`src/rtl/showcase0_operand_feeder_pkg.sv`:
```
// Shared types for the Showcase0 operand feeder: operand record layout,
// feeder FSM states and a helper that assembles a record from its fields.
package showcase0_pkg;

   localparam int A_W = 32;
   localparam int B_W = 32;
   localparam int I_W = 2;

   typedef struct packed {
      logic [A_W-1:0] a;
      logic [B_W-1:0] b;
      logic [I_W-1:0] i;
      logic           e;
   } opnd_t;

   localparam int OPND_W = $bits(opnd_t);

   typedef enum logic [0:0] {
      IDLE  = 1'b0,
      APPLY = 1'b1
   } state_t;

   // b travels as raw bits; signedness is a downstream interpretation.
   function automatic opnd_t opnd_pack(
      input logic [A_W-1:0] a,
      input logic [B_W-1:0] b,
      input logic [I_W-1:0] i,
      input logic           e
   );
      opnd_t r;
      r.a = a;
      r.b = b;
      r.i = i;
      r.e = e;
      return r;
   endfunction

endpackage

```
`src/rtl/showcase0_operand_feeder_fifo.sv`:
```
// Generic DEPTH x W synchronous FIFO with a combinational head read and an
// explicit occupancy count; push while full and pop while empty are ignored.
module showcase0_operand_fifo
   import showcase0_pkg::*;
#(
   parameter int DEPTH = 4,
   parameter int W     = OPND_W
) (
   input  logic                         clk,
   input  logic                         rst,
   input  logic                         push,
   input  logic                         pop,
   input  logic [W-1:0]                 din,
   output logic [W-1:0]                 dout,
   output logic                         full,
   output logic                         empty,
   output logic [$clog2(DEPTH+1)-1:0]   level
);

   localparam int PTR_W = $clog2(DEPTH);
   localparam int LVL_W = $clog2(DEPTH+1);

   logic [W-1:0]     mem [DEPTH];
   logic [PTR_W-1:0] wr_ptr;
   logic [PTR_W-1:0] rd_ptr;
   logic             do_push;
   logic             do_pop;

   assign full    = (level == LVL_W'(DEPTH));
   assign empty   = (level == LVL_W'(0));
   assign do_push = push && !full;
   assign do_pop  = pop && !empty;
   assign dout    = mem[rd_ptr];

   // Pointer and occupancy update; DEPTH is a power of two so pointers wrap naturally.
   always_ff @(posedge clk) begin
      if (rst) begin
         wr_ptr <= PTR_W'(0);
         rd_ptr <= PTR_W'(0);
         level  <= LVL_W'(0);
      end else begin
         if (do_push) begin
            wr_ptr <= wr_ptr + PTR_W'(1);
         end
         if (do_pop) begin
            rd_ptr <= rd_ptr + PTR_W'(1);
         end
         case ({do_push, do_pop})
            2'b10:   level <= level + LVL_W'(1);
            2'b01:   level <= level - LVL_W'(1);
            default: level <= level;
         endcase
      end
   end

   // Storage array; contents need no reset because level gates every read.
   always_ff @(posedge clk) begin
      if (do_push && !rst) begin
         mem[wr_ptr] <= din;
      end
   end

endmodule

```
`src/rtl/showcase0_operand_feeder.sv`:
```
// Buffers operand sets from a valid/ready stream and applies each one to
// Showcase0 as registered levels for HOLD cycles, with a sample strobe.
module showcase0_operand_feeder
   import showcase0_pkg::*;
#(
   parameter int DEPTH     = 4,
   parameter int HOLD      = 3,
   parameter int SAMPLE_AT = 2
) (
   input  logic                         clk,
   input  logic                         rst,
   input  logic [31:0]                  din_a,
   input  logic [31:0]                  din_b,
   input  logic [1:0]                   din_i,
   input  logic                         din_e,
   input  logic                         din_vld,
   output logic                         din_rd,
   output logic [31:0]                  a,
   output logic [31:0]                  b,
   output logic [1:0]                   i,
   output logic                         e,
   output logic                         out_vld,
   output logic                         sample_stb,
   output logic [$clog2(DEPTH+1)-1:0]   level
);

   localparam int HC_W = (HOLD > 1) ? $clog2(HOLD) : 1;
   localparam logic [HC_W-1:0] HC_LAST   = HC_W'(HOLD - 1);
   localparam logic [HC_W-1:0] HC_SAMPLE = HC_W'(SAMPLE_AT);

   state_t            state;
   state_t            state_nxt;
   logic [HC_W-1:0]   hold_cnt;
   logic [HC_W-1:0]   hold_cnt_nxt;
   logic              load;
   logic              push;
   logic              full;
   logic              empty;
   logic [OPND_W-1:0] head_bits;
   opnd_t             head;
   opnd_t             din_word;

   assign din_rd   = !rst && !full;
   assign push     = din_vld && din_rd;
   assign din_word = opnd_pack(din_a, din_b, din_i, din_e);
   assign head     = opnd_t'(head_bits);

   showcase0_operand_fifo #(
      .DEPTH (DEPTH),
      .W     (OPND_W)
   ) u_fifo (
      .clk   (clk),
      .rst   (rst),
      .push  (push),
      .pop   (load),
      .din   (din_word),
      .dout  (head_bits),
      .full  (full),
      .empty (empty),
      .level (level)
   );

   // Next-state logic: a set is loaded from IDLE, or on the last hold cycle
   // so that back-to-back sets have no gap.
   always_comb begin
      state_nxt    = state;
      hold_cnt_nxt = hold_cnt;
      load         = 1'b0;
      case (state)
         IDLE: begin
            hold_cnt_nxt = HC_W'(0);
            if (!empty) begin
               load      = 1'b1;
               state_nxt = APPLY;
            end else begin
               state_nxt = IDLE;
            end
         end
         APPLY: begin
            if (hold_cnt == HC_LAST) begin
               hold_cnt_nxt = HC_W'(0);
               if (!empty) begin
                  load      = 1'b1;
                  state_nxt = APPLY;
               end else begin
                  state_nxt = IDLE;
               end
            end else begin
               hold_cnt_nxt = hold_cnt + HC_W'(1);
            end
         end
         default: begin
            state_nxt    = IDLE;
            hold_cnt_nxt = HC_W'(0);
         end
      endcase
   end

   // State, hold counter and registered outputs; strobe is derived from the
   // next values so it lines up with the hold_cnt it describes.
   always_ff @(posedge clk) begin
      if (rst) begin
         state      <= IDLE;
         hold_cnt   <= HC_W'(0);
         a          <= 32'd0;
         b          <= 32'd0;
         i          <= 2'd0;
         e          <= 1'b0;
         out_vld    <= 1'b0;
         sample_stb <= 1'b0;
      end else begin
         state      <= state_nxt;
         hold_cnt   <= hold_cnt_nxt;
         out_vld    <= (state_nxt == APPLY);
         sample_stb <= (state_nxt == APPLY) && (hold_cnt_nxt == HC_SAMPLE);
         if (load) begin
            a <= head.a;
            b <= head.b;
            i <= head.i;
            e <= head.e;
         end
      end
   end

endmodule

```
`config.mk`:
```
export PLATFORM = sky130hd
export DESIGN_NAME = showcase0_operand_feeder
export DESIGN_NICKNAME = d
export VERILOG_FILES = /design/src/rtl/showcase0_operand_feeder_pkg.sv /design/src/rtl/showcase0_operand_feeder_fifo.sv /design/src/rtl/showcase0_operand_feeder.sv
export SDC_FILE = /design/constraint.sdc
export NUM_CORES = 1
export LEC_CHECK = 0
export BUFFER_PORTS_ARGS = -buffer_cell sky130_fd_sc_hd__buf_4
export CORE_UTILIZATION = 62
export CTS_CLUSTER_SIZE = 25
export DETAILED_ROUTE_END_ITERATION = 16
export PLACE_DENSITY = 0.92
export SLEW_MARGIN = 20
export SYNTH_ARGS = -nofsm -noshare
export SYNTH_HDL_FRONTEND = slang
export SYNTH_SLANG_ARGS = --single-unit
```
`constraint.sdc`:
```
create_clock -name clk -period 6.5 [get_ports clk]
set_input_delay 0.65 -clock clk [delete_from_list [all_inputs] [get_ports clk]]
set_output_delay 0.65 -clock clk [all_outputs]
set_load 0.01 [all_outputs]
```
Word level (Yosys, flattened, before mapping)
Memory sizes are Yosys's and may differ from the RTL's. A register that Yosys moved wholly into a read port is not among the register bits.
Index checks and enable logic that the tools add are counted.
Storage, ports and cells
  register bits: 11
  output and inout bits: 73
  word-level logic and storage cells: 39
  memory bits (writable): 268
  input port bits: 70
  memories kept: 1
Memories
  u_fifo.mem: depth 4, width 67, rd ports 1, clocked after memory_dff 1, wr ports 1, RTL line showcase0_operand_feeder_fifo.sv:23  | logic [W-1:0] mem [DEPTH];
Cells by class
  multiplexer cells: 10
  reductions and logical operators: 11
  equality and inequality tests: 5
  bitwise logic cells: 1
  add/subtract/negate cells: 5
Operators by type and width (count)
  $add 2x1->2 const B: 3
  $eq 2x2->1 const B: 3
  $logic_and 1x1->1: 6
  $pmux 3 s2: 1
  $mux 1: 5
  $pmux 1 s2: 2
  $pmux 2 s2: 1
  $add 3x1->3 const B: 1
  $eq 3x3->1 const B: 1
  $logic_not 1->1: 3
  $logic_not 3->1: 1
  $sub 3x1->3 const B: 1
  $eq 2x1->1 const B: 1
  $mux 2: 1
  $reduce_bool 2->1: 1
  $not 1->1: 1

Logic depth before layout (Yosys ltp)
Gate-level depths: netlist (run 1).
  word-level depth: 8
  gate-level depth with buffers: 11
  mapped depth without buffers: 9

Cells and area by module
From an unflattened synthesis (run 1), not the netlist that was laid out.
Unflattened totals
  cells, all modules: 707
  area total of the unflattened synthesis: 13299.0 um^2
Modules (own cells, without submodules)
  showcase0_operand_fifo: seq. area each 8227.9 um^2, instances 1, area each 10183.5 um^2, cells each 404
  showcase0_operand_feeder: seq. area each 1421.4 um^2, instances 1, area each 3115.5 um^2, cells each 303

Worst setup path after synthesis (run 1)
No wires, ideal clock.
  path kind: in2reg
  start: in rst
  end: mem u_fifo.mem[0][0] (netlist name), enable pin
  data arrival time: 2768 ps
  path buffers: 1
  required time: 6068 ps
  path slack: 3300 ps
  library setup time: 432 ps
  cell stages on the path: 3
  cell sequence: buf_2 a211oi_2 and2_1
Between the ends
  cells in the longest elaborated chain, start to end: 7
RTL lines
  start: declaration: RTL line showcase0_operand_feeder.sv:11  | input logic rst,
  $logic_not 1->1 *: RTL line showcase0_operand_feeder_fifo.sv:58, showcase0_operand_feeder.sv:43
  $logic_and 1x1->1: RTL line showcase0_operand_feeder.sv:43  | assign din_rd = !rst && !full;
  $logic_and 1x1->1: RTL line showcase0_operand_feeder.sv:44  | assign push = din_vld && din_rd;
  $logic_and 1x1->1: RTL line showcase0_operand_feeder_fifo.sv:31  | assign do_push = push && !full;
  $logic_and 1x1->1 *: RTL line showcase0_operand_feeder_fifo.sv:58  | if (do_push && !rst) begin
  $mux 1 *: RTL line showcase0_operand_feeder_fifo.sv:58
  $mux 1 (implied by the code) *: RTL line showcase0_operand_feeder_fifo.sv:59  | mem[wr_ptr] <= din;
  end: declaration: RTL line showcase0_operand_feeder_fifo.sv:23
Mark *: on every way between the ends. The rest lies on a longest branch, timed or not.

Worst setup path after layout (run 1)
  start: reg u_fifo.level[2]
  end: reg u_fifo.level[2]
Between the ends
  cells in the longest elaborated chain, start to end: 7
  elaborated cells between the ends (all ways): 17
  classes of those cells: 2 x add/sub; 3 x eq/ne; 4 x mux; 8 x reduce/logical
RTL lines
  start: declaration: RTL line showcase0_operand_feeder_fifo.sv:17  | output logic [$clog2(DEPTH+1)-1:0] level
  start signal: assignment: RTL line showcase0_operand_feeder_fifo.sv:49  | 2'b10: level <= level + LVL_W'(1);
  start signal: assignment: RTL line showcase0_operand_feeder_fifo.sv:50  | 2'b01: level <= level - LVL_W'(1);
  start signal: assignment: RTL line showcase0_operand_feeder_fifo.sv:51  | default: level <= level;
  $logic_not 3->1 or $eq 3x3->1 (tied branches): RTL line showcase0_operand_feeder_fifo.sv:30, showcase0_operand_feeder_fifo.sv:29
  $mux 1 or $logic_not 1->1 (tied branches)
  $mux 1 or $logic_and 1x1->1 (tied branches): RTL line showcase0_operand_feeder.sv:80, showcase0_operand_feeder.sv:43
  $pmux 1 s2 or $logic_and 1x1->1 (tied branches): RTL line showcase0_operand_feeder.sv:69, showcase0_operand_feeder.sv:44
  $logic_and 1x1->1 (on tied branches): RTL line showcase0_operand_feeder_fifo.sv:32, showcase0_operand_feeder_fifo.sv:31
  $eq 2x1->1 or $eq 2x2->1 (tied branches): RTL line showcase0_operand_feeder_fifo.sv:48  | case ({do_push, do_pop})
  $pmux 3 s2 or $reduce_bool 2->1 (tied branches)
Several ways; a longest one is shown, not always the timed one.
A chain may end at the register's enable or synchronous reset.

==> flow_metrics.env, run 1 <==
export IMPL_cts_root_buf="clkbuf_16"
export IMPL_syn_inst=703
export IMPL_critical_path_arrival_ns=3.60
export IMPL_power_switching_uw=1910
export IMPL_p_total_uw=6370
export IMPL_synthArstFlopShare_pct=0
export IMPL_die_h_um=144
export IMPL_startpoint="u_fifo.level[2]"
export IMPL_cts_setup_buffers=0
export IMPL_grtUsageTotal_pct=27.0
export IMPL_synth_most_common_cell="edfxtp_1"
export IMPL_period_needed_ns=3.17
export IMPL_routed_via_density=5.97
export IMPL_status="finished, final reports clean"
export IMPL_rsz0062_at_grt="false"
export IMPL_gp_congestion=0.706
export IMPL_drt_iter0_drc=602
export IMPL_p_sw_share_pct=29.9
export IMPL_start_util_pct=63.9
export IMPL_final_nets=920
export IMPL_io_pins=143
export IMPL_worstPathRequired_ns=6.93
export IMPL_postCtsHoldBufs=0
export IMPL_clk_insertion_delay_late_ns=0.52
export IMPL_grt_pass1_vias=6926
export IMPL_clock_path_buffers=3
export IMPL_grt_pass1_wl_um=39800
export IMPL_yosys_top_cells_area="edfxtp_1 (64%), dfxtp_1 (12%), mux4_2 (12%), nand2_1 (4.1%), a21oi_1 (2.9%)"
export IMPL_grt_max_degree=81
export IMPL_cap_violations=0
export IMPL_clkPwrFrac_pct=29.4
export IMPL_drive_gt1_share_pct=31.4
export IMPL_p_leak_uw=0.00505
export IMPL_hold_path_class="in -> reg"
export IMPL_rows=51
export IMPL_path_clk_slew_ns=0.06
export IMPL_syn_nets=779
export IMPL_slew_headroom_pct=26.9
export IMPL_r2r_start="u_fifo.level[2]"
export IMPL_endpoint_kind="flip-flop"
export IMPL_path_max_fanout=69
export IMPL_cts_sinks=346
export IMPL_synthToLayoutAreaGrowth_pct=17.9
export IMPL_ys_seq_elements=346
export IMPL_synth_edf_count=268
export IMPL_cts_tree="yes"
export IMPL_hpwl_um=13800
export IMPL_yosys_area_top_type="edfxtp_1"
export IMPL_ant_nets=0
export IMPL_fin_skew_ns=0.0145
export IMPL_cts_made_buffers=34
export IMPL_max_vdd_ir_drop_uv=331
export IMPL_synth_seq_area_share_pct=76.5
export IMPL_rrSetupSlack_ns=3.33
export IMPL_critical_path_class="reg -> reg"
export IMPL_vias=6779
export IMPL_synth_common_cells="edfxtp_1 (268), nand2_1 (138), dfxtp_1 (78), a21oi_1 (72), mux4_2 (67)"
export IMPL_min_from="din_a[2]"
export IMPL_cp_start_kind="flip-flop"
export IMPL_ys_warn_count=0
export IMPL_setup_violations=0
export IMPL_avgRoutedWirePerCell_um=23.8
export IMPL_worst_slew_pin_slew_ns=1.10
export IMPL_fin_crit_sh_pct=48.8
export IMPL_htree_levels=2
export IMPL_n_fill_cell=1059
export IMPL_fp_dieW_um=144
export IMPL_synthDominantCellAreaShare_pct=64.1
export IMPL_timing_fmax_ghz=0.315
export IMPL_synth_area_um2=12600
export IMPL_syn_avg_cell_area_um2=17.9
export IMPL_multi_input_area_um2=2660
export IMPL_totalWireLength_um=27000
export IMPL_antenna_found_initial=1
export IMPL_core_um2=19700
export IMPL_powerDensity_nw_per_um2=430
export IMPL_ys_flop_type="edfxtp_1"
export IMPL_regArea_um2=9620
export IMPL_pwr_share_seq_pct=45.2
export IMPL_cts_resized_gates=0
export IMPL_p_int_uw=4460
export IMPL_die_area_um2=20800
export IMPL_finalMaxSlewViolations=0
export IMPL_drc=0
export IMPL_first_pass_iters=5
export IMPL_tns_ns=0
export IMPL_gr_total_overflow=0
export IMPL_io_buffers=142
export IMPL_synthDistinctLibCells=28
export IMPL_finalHoldViolations=0
export IMPL_p_comb_share_pct=25.4
==> area by class of cell <==
class	instances	share of cell area, %
Sequential cell	346	65.0
Multi-Input combinational cell	308	17.9
Timing Repair Buffer	145	7.44
Clock buffer	47	6.64
Tap cell	265	2.24
Clock inverter	14	0.524
Inverter	9	0.237
Antenna cell	1	0.0169
==> per-stage QoR <==
step                hold slack (ns)  worst slack [ns]  area, um^2  utilization [%]  instances
finish                        0.334              3.33       14800             75.3       1135
global route                  0.316              3.11       14800             75.3       1134
CTS                           0.314              3.34       14800             75.2       1133
detailed placement            0.448              3.46       13700             69.8       1072
global placement              0.432              3.55       13700             69.8       1072
floorplan                     0.420              3.30       12600                -        703
==> power groups by stage <==
stage	Sequential [uW]	Clock [uW]	Combinational [uW]
after floorplan	2890	0	1100
after global placement	2890	0	1510
after detailed placement	2910	0	1560
after CTS	2880	1890	1620
after global routing	2910	1960	1750
final	2880	1870	1620
==> state kept, by name, indices dropped and copies added (netlist names), 2 cells and up <==
name / flops
u_fifo.wr_ptr: 2
hold_cnt: 2
b: 32
u_fifo.rd_ptr: 2
a: 32
u_fifo.mem: 268
i: 2
u_fifo.level: 3
==> kinds of logic after synthesis <==
group / after synthesis / synth area share [%]
DFF: 346 / 76.5
xor gates and xnor gates: 4 / 0.279
muxes: 67 / 12.0
buffers and inverters: 49 / 2.41
and+or+nand+nor: 154 / 4.91
AOI/OAI and AO/OA: 77 / 3.19
adders and majority gates: 6 / 0.658
==> worst paths after layout <==
kind / cells past startpoint / to
max: 9 / u_fifo.level[2]
min: 1 / u_fifo.mem[0][37]
max reg2reg: 9 / u_fifo.level[2]
min reg2reg: 2 / b[14]
==> metal layers <==
metal  part of all wire [%]  vias up  GRT usage (%)
met3                    9.0       55           7.25
met1                     36     3427           33.7
met2                     52      345           45.7
met4                    2.8        0           9.64
li1                       -     2952              -
met5                      0        -              0
==> layout by cell type, fill, tap and decap left out <==
cell type	count
diode_2	1
nand2_1	138
inv_1	8
buf_4	144
clkinv_2	9
clkbuf_8	2
mux4_2	67
a211oi_1	1
inv_6	1
nor4b_1	1
and2_4	4
ha_1	5
buf_12	1
nand2b_1	1
o31ai_1	1
a21oi_1	72
xnor2_1	2
dfxtp_1	76
nor4bb_1	2
clkinvlp_4	2
clkbuf_1	8
clkinv_1	2
fa_1	1
nor3_2	1
o21ai_0	1
edfxtp_1	268
xor2_1	2
clkbuf_16	37
a21o_2	1
nor2_1	6
dfxtp_4	2
a211oi_2	1
or3_1	1
inv_4	1
==> critical path: stages (launching register included) <==
cell and delay (ns):
dfxtp_1 0.37, nor3_2 0.30, a21o_2 0.16, clkinv_2 0.82, ha_1 0.61, inv_1 0.09, fa_1 0.17, xor2_1 0.08
or3_1 0.32, a21oi_1 0.15
Power figures use the tool's default switching activity.
==> inputs of run 2 (changes only) <==
- CORE_UTILIZATION: 62 -> 52
- PLACE_DENSITY: 0.92 -> 0.83
- clock period: 6.5 -> 2.84 ns (I/O delays scaled with it)
==> flow_metrics.env, run 2 (synthesis results as in run 1) <==
export IMPL_status="finished, final reports clean"
export IMPL_timing_fmax_ghz=0.462
export IMPL_critical_path_arrival_ns=2.58
export IMPL_core_um2=23500
export IMPL_die_area_um2=24800
export IMPL_power_switching_uw=4220
export IMPL_finalHoldViolations=0
export IMPL_p_int_uw=10500
export IMPL_rsz0062_at_grt="false"
export IMPL_path_cells="nor2_1 > a211oi_2 > buf_4 > inv_1 > ha_1 > inv_1 > fa_1 > xor2_1 > or3_1 > a21oi_1"
export IMPL_die_h_um=157
export IMPL_clock_path_buffers=3
export IMPL_cts_setup_buffers=0
export IMPL_worst_slack_ns=0.676
export IMPL_cpMostUsedCell="inv_1"
export IMPL_rrSetupSlack_ns=0.68
export IMPL_min_from="rst"
export IMPL_gr_total_overflow=0
export IMPL_cts_made_buffers=36
export IMPL_hold_end="u_fifo.wr_ptr[1]"
export IMPL_worst_slew_pin_slew_ns=0.982
export IMPL_reg2reg_to="u_fifo.level[2]"
export IMPL_drive_gt1_share_pct=29.8
export IMPL_powerDensity_nw_per_um2=932
export IMPL_fin_skew_ns=0.0116
export IMPL_p_leak_uw=0.00544
export IMPL_cts_tree="yes"
export IMPL_rows=56
export IMPL_vias=6846
export IMPL_max_vdd_ir_drop_uv=986
export IMPL_min_delay_path_depth=5
export IMPL_path_clk_slew_ns=0.06
export IMPL_p_total_uw=14700
export IMPL_r2r_start="u_fifo.level[0]"
export IMPL_worstRegToRegCells=10
export IMPL_hold_path_class="in -> reg"
export IMPL_pwr_share_seq_pct=44.3
export IMPL_totalWireLength_um=25000
export IMPL_p_sw_share_pct=28.7
export IMPL_crit_buf_inv=3
export IMPL_final_common_cell="edfxtp_1"
export IMPL_p_comb_share_pct=25.8
export IMPL_path_delay_family="adder cells"
export IMPL_slew_headroom_pct=34.5
export IMPL_critPathSlowestCell="fa_1"
export IMPL_largest_reg_flops=268
export IMPL_gp_congestion=0.735
export IMPL_io_buffers=142
export IMPL_pre_cts_ws_ns=0.687
export IMPL_grt_pass1_wl_um=38400
export IMPL_htree_levels=2
export IMPL_grt_pass1_vias=7138
export IMPL_hpwl_um=13800
export IMPL_routed_via_density=5.39
export IMPL_final_nets=1001
export IMPL_clkPwrFrac_pct=29.9
export IMPL_period_needed_ns=2.16
export IMPL_cp_start_kind="flip-flop"
export IMPL_endpoint_kind="flip-flop"
export IMPL_start_util_pct=53.3
export IMPL_io_pins=143
export IMPL_cts_resized_gates=0
export IMPL_grtUsageTotal_pct=20.8
export IMPL_finalMaxSlewViolations=0
export IMPL_antenna_found_initial=1
export IMPL_final_cell_mix="edfxtp_1 (268), buf_4 (148), nand2_1 (138), dfxtp_1 (76), a21oi_1 (72)"
export IMPL_drc=0
export IMPL_largestRegisters="u_fifo.mem x268, a x32, b x32"
export IMPL_setup_violations=0
export IMPL_avgRoutedWirePerCell_um=19.7
export IMPL_cts_root_buf="clkbuf_16"
export IMPL_first_pass_iters=5
export IMPL_postCtsHoldBufs=67
export IMPL_synthToLayoutAreaGrowth_pct=25.7
export IMPL_path_max_fanout=8
export IMPL_cpPeakStageDelay_ns=0.37
export IMPL_worstPathRequired_ns=3.25
export IMPL_ant_nets=0
export IMPL_clk_insertion_delay_late_ns=0.50
export IMPL_top_register="u_fifo.mem"
export IMPL_fp_dieW_um=157
export IMPL_cts_sinks=346
export IMPL_fin_crit_sh_pct=76.2
export IMPL_cap_violations=0
export IMPL_grt_max_degree=80
export IMPL_drt_iter0_drc=467
export IMPL_critical_path_class="reg -> reg"
export IMPL_tns_ns=0
[run 2: layout make-up]
| cell class | instances | area (um^2) |
|---|---|---|
| Sequential cell | 346 | 9620 |
| Clock inverter | 10 | 73.8 |
| Clock buffer | 54 | 1040 |
| Antenna cell | 1 | 2.50 |
| Fill cell | 1587 | 7760 |
| Tap cell | 319 | 399 |
| Inverter | 9 | 35.0 |
| Timing Repair Buffer | 224 | 1960 |
| Multi-Input combinational cell | 308 | 2660 |
[run 2: power groups by stage]
stage / combinational [uW] / clock [uW] / sequential [uW]
after floorplan: 2510 / 0 / 6600
after global placement: 3650 / 0 / 6580
after detailed placement: 3760 / 0 / 6620
after CTS: 3860 / 4470 / 6520
after global routing: 4130 / 4690 / 6590
final: 3800 / 4400 / 6510
[run 2: worst max-delay path by stage]
stage / startpoint / endpoint / cells past startpoint
after floorplan: u_fifo.level[0] / u_fifo.mem[0][0] / 3
after global placement: u_fifo.level[0] / u_fifo.level[2] / 10
after detailed placement: u_fifo.level[0] / u_fifo.level[2] / 10
after CTS: u_fifo.level[0] / u_fifo.level[2] / 10
after global routing: u_fifo.level[0] / u_fifo.level[2] / 10
final: u_fifo.level[0] / u_fifo.level[2] / 10
[run 2: layer usage]
metal,part of all wire [%],global-route usage [%],routed length [um],vias up
met2,51,35.9,12800,235
met4,2.1,6.38,515,0
met5,0,0,0,-
met1,41,26.9,10300,3450
li1,-,-,-,3113
met3,5.7,3.61,1420,48
[run 2: tightest hold or removal path, cell delays in order]
cell and delay [ns]:
buf_4 0.09, a211oi_2 0.03, buf_4 0.15, nand2_1 0.07
o31ai_1 0.06
[run 2: through the flow]
step	hold slack (ns)	instances	util, %	cell area, um^2
global route	0.285	1271	67.0	15800
finish	0.246	1271	67.0	15800
CTS	0.234	1270	67.0	15800
detailed placement	0.446	1139	59.5	14000
floorplan	0.383	703	-	12600
global placement	0.431	1139	59.5	14000
